--- src/rtl/cp0_interrupt_unit_pkg.sv ---
// cp0_pkg: CP0 register numbers, bit positions and cause codes shared by the interrupt unit.
package cp0_pkg;
    localparam int STATUS_REG = 12;
    localparam int CAUSE_REG  = 13;
    localparam int EPC_REG    = 14;
    localparam int IE_BIT     = 0;
    localparam int EXL_BIT    = 1;
    localparam int IM_LO      = 8;
    localparam int TIMER_IRQ  = 7;
    localparam logic [4:0] EXC_INT = 5'd0;
endpackage

--- src/rtl/cp0_interrupt_unit_if.sv ---
// cp0_interrupt_unit_if: core-side mfc0/mtc0/eret and interrupt-redirect signals of the CP0 interrupt unit.
interface cp0_interrupt_unit_if #(parameter int width = 64);
    logic [4:0]       regnum;
    logic [width-1:0] wr_data;
    logic             MTC0;
    logic             ERET;
    logic             stall;
    logic [width-1:0] next_pc;
    logic [width-1:0] rd_data;
    logic [width-1:0] EPC;
    logic             TakenInterrupt;
    logic             exception_level;
    modport master(
        output regnum, wr_data, MTC0, ERET, stall, next_pc,
        input  rd_data, EPC, TakenInterrupt, exception_level
    );
    modport slave(
        input  regnum, wr_data, MTC0, ERET, stall, next_pc,
        output rd_data, EPC, TakenInterrupt, exception_level
    );
endinterface

--- src/rtl/cp0_interrupt_unit_register.sv ---
// cp0_register: enabled register primitive with asynchronous active-high reset to zero.
module cp0_register #(parameter int width = 1) (
    input  logic             clock,
    input  logic             reset,
    input  logic             enable,
    input  logic [width-1:0] d,
    output logic [width-1:0] q
);
    always_ff @(posedge clock or posedge reset) begin
        if (reset) q <= '0;
        else if (enable) q <= d;
    end
endmodule

--- src/rtl/cp0_interrupt_unit.sv ---
// cp0_interrupt_unit: synchronises and masks interrupt lines, takes interrupts, and holds Status/Cause/EPC.
module cp0_interrupt_unit import cp0_pkg::*; #(
    parameter int width   = 64,
    parameter int NUM_IRQ = 8
) (
    input  logic               clock,
    input  logic               reset,
    input  logic [NUM_IRQ-1:0] interrupt_sources,
    cp0_interrupt_unit_if.slave bus
);
    logic [NUM_IRQ-1:0] ip_q, im_q, im_d;
    logic               exl_q, exl_d, ie_q, ie_d;
    logic [width-1:0]   epc_q, epc_d, status_img, cause_img;
    logic [4:0]         exc_q, exc_d;
    logic               taken, wr_status, wr_epc, status_en, epc_en;

    // A take flushes any coincident mtc0/eret, so it overrides both.
    always_comb begin
        taken      = |(ip_q & im_q) & ie_q & ~exl_q & ~bus.stall;
        wr_status  = bus.MTC0 && bus.regnum == 5'(STATUS_REG);
        wr_epc     = bus.MTC0 && bus.regnum == 5'(EPC_REG);
        im_d       = (wr_status && !taken) ? bus.wr_data[IM_LO +: NUM_IRQ] : im_q;
        ie_d       = (wr_status && !taken) ? bus.wr_data[IE_BIT] : ie_q;
        exl_d      = taken | (wr_status ? bus.wr_data[EXL_BIT] : exl_q & ~bus.ERET);
        epc_d      = taken ? bus.next_pc : bus.wr_data;
        exc_d      = EXC_INT;
        status_en  = taken | wr_status | bus.ERET;
        epc_en     = taken | wr_epc;
        status_img = '0;
        status_img[IM_LO +: NUM_IRQ] = im_q;
        status_img[EXL_BIT] = exl_q;
        status_img[IE_BIT]  = ie_q;
        cause_img  = '0;
        cause_img[IM_LO +: NUM_IRQ] = ip_q;
        cause_img[6:2] = exc_q;
    end

    assign bus.TakenInterrupt  = taken;
    assign bus.EPC             = epc_q;
    assign bus.exception_level = exl_q;
    assign bus.rd_data = bus.regnum == 5'(STATUS_REG) ? status_img :
                         bus.regnum == 5'(CAUSE_REG)  ? cause_img  :
                         bus.regnum == 5'(EPC_REG)    ? epc_q      : '0;

    cp0_register #(.width(NUM_IRQ + 2)) u_status (
        .clock(clock), .reset(reset), .enable(status_en),
        .d({im_d, exl_d, ie_d}), .q({im_q, exl_q, ie_q})
    );
    cp0_register #(.width(width)) u_epc (
        .clock(clock), .reset(reset), .enable(epc_en), .d(epc_d), .q(epc_q)
    );
    cp0_register #(.width(NUM_IRQ)) u_ip (
        .clock(clock), .reset(reset), .enable(1'b1), .d(interrupt_sources), .q(ip_q)
    );
    cp0_register #(.width(5)) u_exc (
        .clock(clock), .reset(reset), .enable(taken), .d(exc_d), .q(exc_q)
    );
endmodule
--- src/flat_wrapper.sv ---
// flat-port wrapper written by rule: the top's interface ports become plain ports
module cp0_interrupt_unit_flat import cp0_pkg::*;
#(
    parameter int width   = 64,
    parameter int NUM_IRQ = 8
)
  (clock, reset, interrupt_sources, bus_regnum, bus_wr_data, bus_MTC0, bus_ERET, bus_stall, bus_next_pc, bus_rd_data, bus_EPC, bus_TakenInterrupt, bus_exception_level);
  cp0_interrupt_unit_if #(.width(width)) bus_i ();
  input  logic clock;
  input  logic reset;
  input  logic [NUM_IRQ-1:0] interrupt_sources;
  input wire logic [$bits(bus_i.regnum)-1:0] bus_regnum;
  input wire logic [$bits(bus_i.wr_data)-1:0] bus_wr_data;
  input wire logic [$bits(bus_i.MTC0)-1:0] bus_MTC0;
  input wire logic [$bits(bus_i.ERET)-1:0] bus_ERET;
  input wire logic [$bits(bus_i.stall)-1:0] bus_stall;
  input wire logic [$bits(bus_i.next_pc)-1:0] bus_next_pc;
  output wire logic [$bits(bus_i.rd_data)-1:0] bus_rd_data;
  output wire logic [$bits(bus_i.EPC)-1:0] bus_EPC;
  output wire logic [$bits(bus_i.TakenInterrupt)-1:0] bus_TakenInterrupt;
  output wire logic [$bits(bus_i.exception_level)-1:0] bus_exception_level;
  assign bus_i.regnum = bus_regnum;
  assign bus_i.wr_data = bus_wr_data;
  assign bus_i.MTC0 = bus_MTC0;
  assign bus_i.ERET = bus_ERET;
  assign bus_i.stall = bus_stall;
  assign bus_i.next_pc = bus_next_pc;
  assign bus_rd_data = bus_i.rd_data;
  assign bus_EPC = bus_i.EPC;
  assign bus_TakenInterrupt = bus_i.TakenInterrupt;
  assign bus_exception_level = bus_i.exception_level;
  cp0_interrupt_unit #(.width(width), .NUM_IRQ(NUM_IRQ)) u_core (.clock(clock), .reset(reset), .interrupt_sources(interrupt_sources), .bus(bus_i));
endmodule
--- config.mk ---
export PLATFORM = sky130hd
export DESIGN_NAME = cp0_interrupt_unit_flat
export DESIGN_NICKNAME = d
export VERILOG_FILES = /design/src/rtl/cp0_interrupt_unit_pkg.sv /design/src/rtl/cp0_interrupt_unit_if.sv /design/src/rtl/cp0_interrupt_unit_register.sv /design/src/rtl/cp0_interrupt_unit.sv /design/src/flat_wrapper.sv
export SDC_FILE = /design/constraint.sdc
export NUM_CORES = 1
export LEC_CHECK = 0
export CAP_MARGIN = 10
export CELL_PAD_IN_SITES_DETAIL_PLACEMENT = 1
export CELL_PAD_IN_SITES_GLOBAL_PLACEMENT = 1
export CORE_MARGIN = 2
export CORE_UTILIZATION = 30
export CTS_CLUSTER_DIAMETER = 150
export DETAILED_ROUTE_END_ITERATION = 10
export MAX_ROUTING_LAYER = met4
export PLACE_DENSITY = 0.91
export SETUP_SLACK_MARGIN = 0.4
export SLEW_MARGIN = 15
export SYNTH_ARGS = -nofsm -noshare
export SYNTH_HDL_FRONTEND = slang
export SYNTH_SLANG_ARGS = --single-unit
--- constraint.sdc ---
create_clock -name clock -period 8.5 [get_ports clock]
set_clock_uncertainty 0.2 [all_clocks]
set_input_delay 1.7 -clock clock [delete_from_list [all_inputs] [get_ports clock]]
set_output_delay 1.7 -clock clock [all_outputs]
set_load 0.01 [all_outputs]
==> out/metrics.cfg <==
[final_layout]
finalNetCount = 755
final_area_mm2 = 0.007564
final_core_utilization_pct = 52.44
area.growth.synth_to_final_pct = 72.47
drive_above_1_share_pct = 24.43
final_cells = 798
diodes = 0

[timing]
rsz0062_at_grt = no
tns_ns = 0
setup_slack_ns = 1.872
layout_min_cycle_time_ns = 6.628
setup_viol = 0
drv_slew = 0
min_period_over_period_pct = 77.98
max_slew_margin_pct = 35.82
max_freq_mhz = 150.9
worst_slew_pin_slew_ns = 0.9604
finalHoldViolations = 0

[run_status]
outcome = finished clean

[synth]
syn_avg_cell_area_um2 = 12.86
synth_top_area_cell = dfrtp_1
yosysTopAreaCellShare_pct = 46.79
syn_area_mm2 = 0.004385
yosysWarnings = 0
synthTopCellsByArea = dfrtp_1, mux2_2, and2_1
syn_nets = 487
synth_seq_cells = 82
synth_cell_types = 23
synthCells = 341
ys_seq_area_share_pct = 46.79

[placement]
dpl_cell_area_mm2 = 0.007291
port_buffers = 275
dpl.hpwl_mm = 11.89
place.gp.congestion = 0.8111
post-place-cells = 782
preCtsSetupSlack_ns = 1.811

[global_routing]
overflow = 0
grt_max_degree = 68
antenna_found_initial = 0
first_global_vias = 4358
grt.total_usage_pct = 20.52
grt_pass1_wl_mm = 24.25

[power]
pwr-share-comb_pct = 46.8
p_per_area_mw_per_mm2 = 265.5
leakage_uw = 0.003000
netSwitchingPower_uw = 622.5
max-vdd-ir-drop_mv = 0.1645
seq_power_share_pct = 35.2
netSwitchingFraction_pct = 31.00
clkPwrFrac_pct = 18.0
intPower_uw = 1385

[setup_path]
endpoint = bus_rd_data[15]
r2r_slack_ns = 6.05
reg2reg_depth = 4
worstPathRequired_ns = 6.60
critPathArrivalTime_ns = 4.73
startpoint = bus_regnum[0]
worstReg2RegStart = u_core.u_status.q[3]
worstReg2RegEnd = u_core.u_epc.q[37]
endpoint_kind = output pin
crit_type = in2out
worst-path-max-fanout = 36
worstSetupStartpointType = input port

[route]
viasPerCell = 4.768
initialDrtViolationCount = 97
vias = 3805
avgRoutedWirePerCell_um = 19.40
final_antenna_net_count = 0
drc = 0
drt_wl_total_mm = 15.48
first_pass_iters = 4

[hold_path]
hold_depth = 2
hold_class = reg2reg

[floorplan]
dieArea_mm2 = 0.01560
fp.dieW_um = 124.9
die_y_um = 124.9
core_area_mm2 = 0.01442
io_pins = 276
floorplan.initialDensity_pct = 30.40
fp-row-count = 44

[clock_network]
cts_resized = 0
cts.clk_slew.worst_paths_ns = 0.06
cts_root_buf = clkbuf_16
cts_tree = built
postCtsHoldBufs = 0
cts_max_path_buffers = 2
cts_setup_buffers = 0
cts_buffers = 9
cts_max_level = 3
cts.sinks = 82
clock_latency_ns = 0.34

[run]
drv_cap = 0

Yosys cell counts:
| cell type | instances |
|---|---|
| a21boi_4 | 1 |
| a22o_1 | 2 |
| a22oi_1 | 4 |
| and2_1 | 54 |
| buf_2 | 11 |
| buf_4 | 4 |
| buf_6 | 1 |
| clkbuf_1 | 5 |
| dfrtp_1 | 82 |
| inv_1 | 3 |
| mux2_1 | 11 |
| mux2_2 | 125 |
| mux2i_1 | 9 |
| nand2_1 | 11 |
| nand3b_1 | 2 |
| nand4_1 | 1 |
| nand4bb_1 | 1 |
| nor2_1 | 1 |
| nor2_4 | 1 |
| nor3b_2 | 2 |
| nor3b_4 | 1 |
| o21ai_0 | 8 |
| o311ai_0 | 1 |
cells in the final DEF, fill, tap and decap left out, drive strengths merged, types with 3 or more instances in the layout:
master and instances:
and2 54, a22oi 4, mux2i 9, clkinv 4, o21ai 8, clkdlybuf4s50 275
mux2 136, nor3b 3, buf 3, dfrtp 82, clkbuf 11, nand2 11
power by group through the flow:
stage	clock [µW]	sequential [µW]	combinational [µW]
2_1_floorplan	0	746	393
3_3_place_gp	0	698	918
3_5_place_dp	0	715	949
4_1_cts	377	710	955
5_1_grt	393	735	1000
6_report	362	706	940
flip-flops by register name, indices dropped and copies added, names as in the netlist:
name	count
u_core.u_epc.q	64
u_core.u_ip.q	8
u_core.u_status.q	10
worst max-delay path: stages:
cell and delay, ns:
clkdlybuf4s50_1 0.80, nor3b_4 0.95, buf_4 0.47, nand2_1 0.11, o21ai_0 0.10, clkdlybuf4s50_1 0.57
logic make-up (layout without fill, tap and decap cells):
kind of cell,after synthesis,after routing,share of synthesized area (%)
AO/OA/AOI/OAI,16,16,2.625
buffers and inverters,24,297,2.882
flip-flops,82,82,46.79
multiplexers,145,145,36.98
AND/OR/NAND/NOR,74,74,10.73
how the worst min path moves through the flow:
stage,start,to,slack (ns)
floorplan,u_core.u_status.q[0],u_core.u_status.q[0],0.28
global placement,u_core.u_status.q[0],u_core.u_status.q[0],0.30
detailed placement,u_core.u_status.q[0],u_core.u_status.q[0],0.33
CTS,u_core.u_status.q[0],u_core.u_status.q[0],0.34
global route,u_core.u_status.q[7],u_core.u_status.q[7],0.37
finish,u_core.u_status.q[0],u_core.u_status.q[0],0.34
routing by layer:
metal	GRT usage (%)	share of wire, %	up-vias
met5	-	0	-
met4	6.601	1.8	0
met3	4.124	5.4	19
met2	37.29	54	164
met1	22.49	39	1891
li1	-	-	1731
stage by stage:
| stage | hold slack (ns) | power (µW) |
|---|---|---|
| floorplan | 0.2769 | 1138 |
| global placement | 0.3026 | 1616 |
| detailed placement | 0.3252 | 1664 |
| CTS | 0.3407 | 2042 |
| global route | 0.3706 | 2129 |
| finish | 0.3421 | 2008 |
area by class of cell:
type	count	area (µm²)
inverter	3	12.51
clock inverter	5	30.03
fill	1499	6860
tap	184	230.2
sequential	82	2052
multi-input combinational	235	2221
timing repair buffer	278	2775
clock buffer	11	242.7
Note: power is estimated with default switching activity, not from simulation.
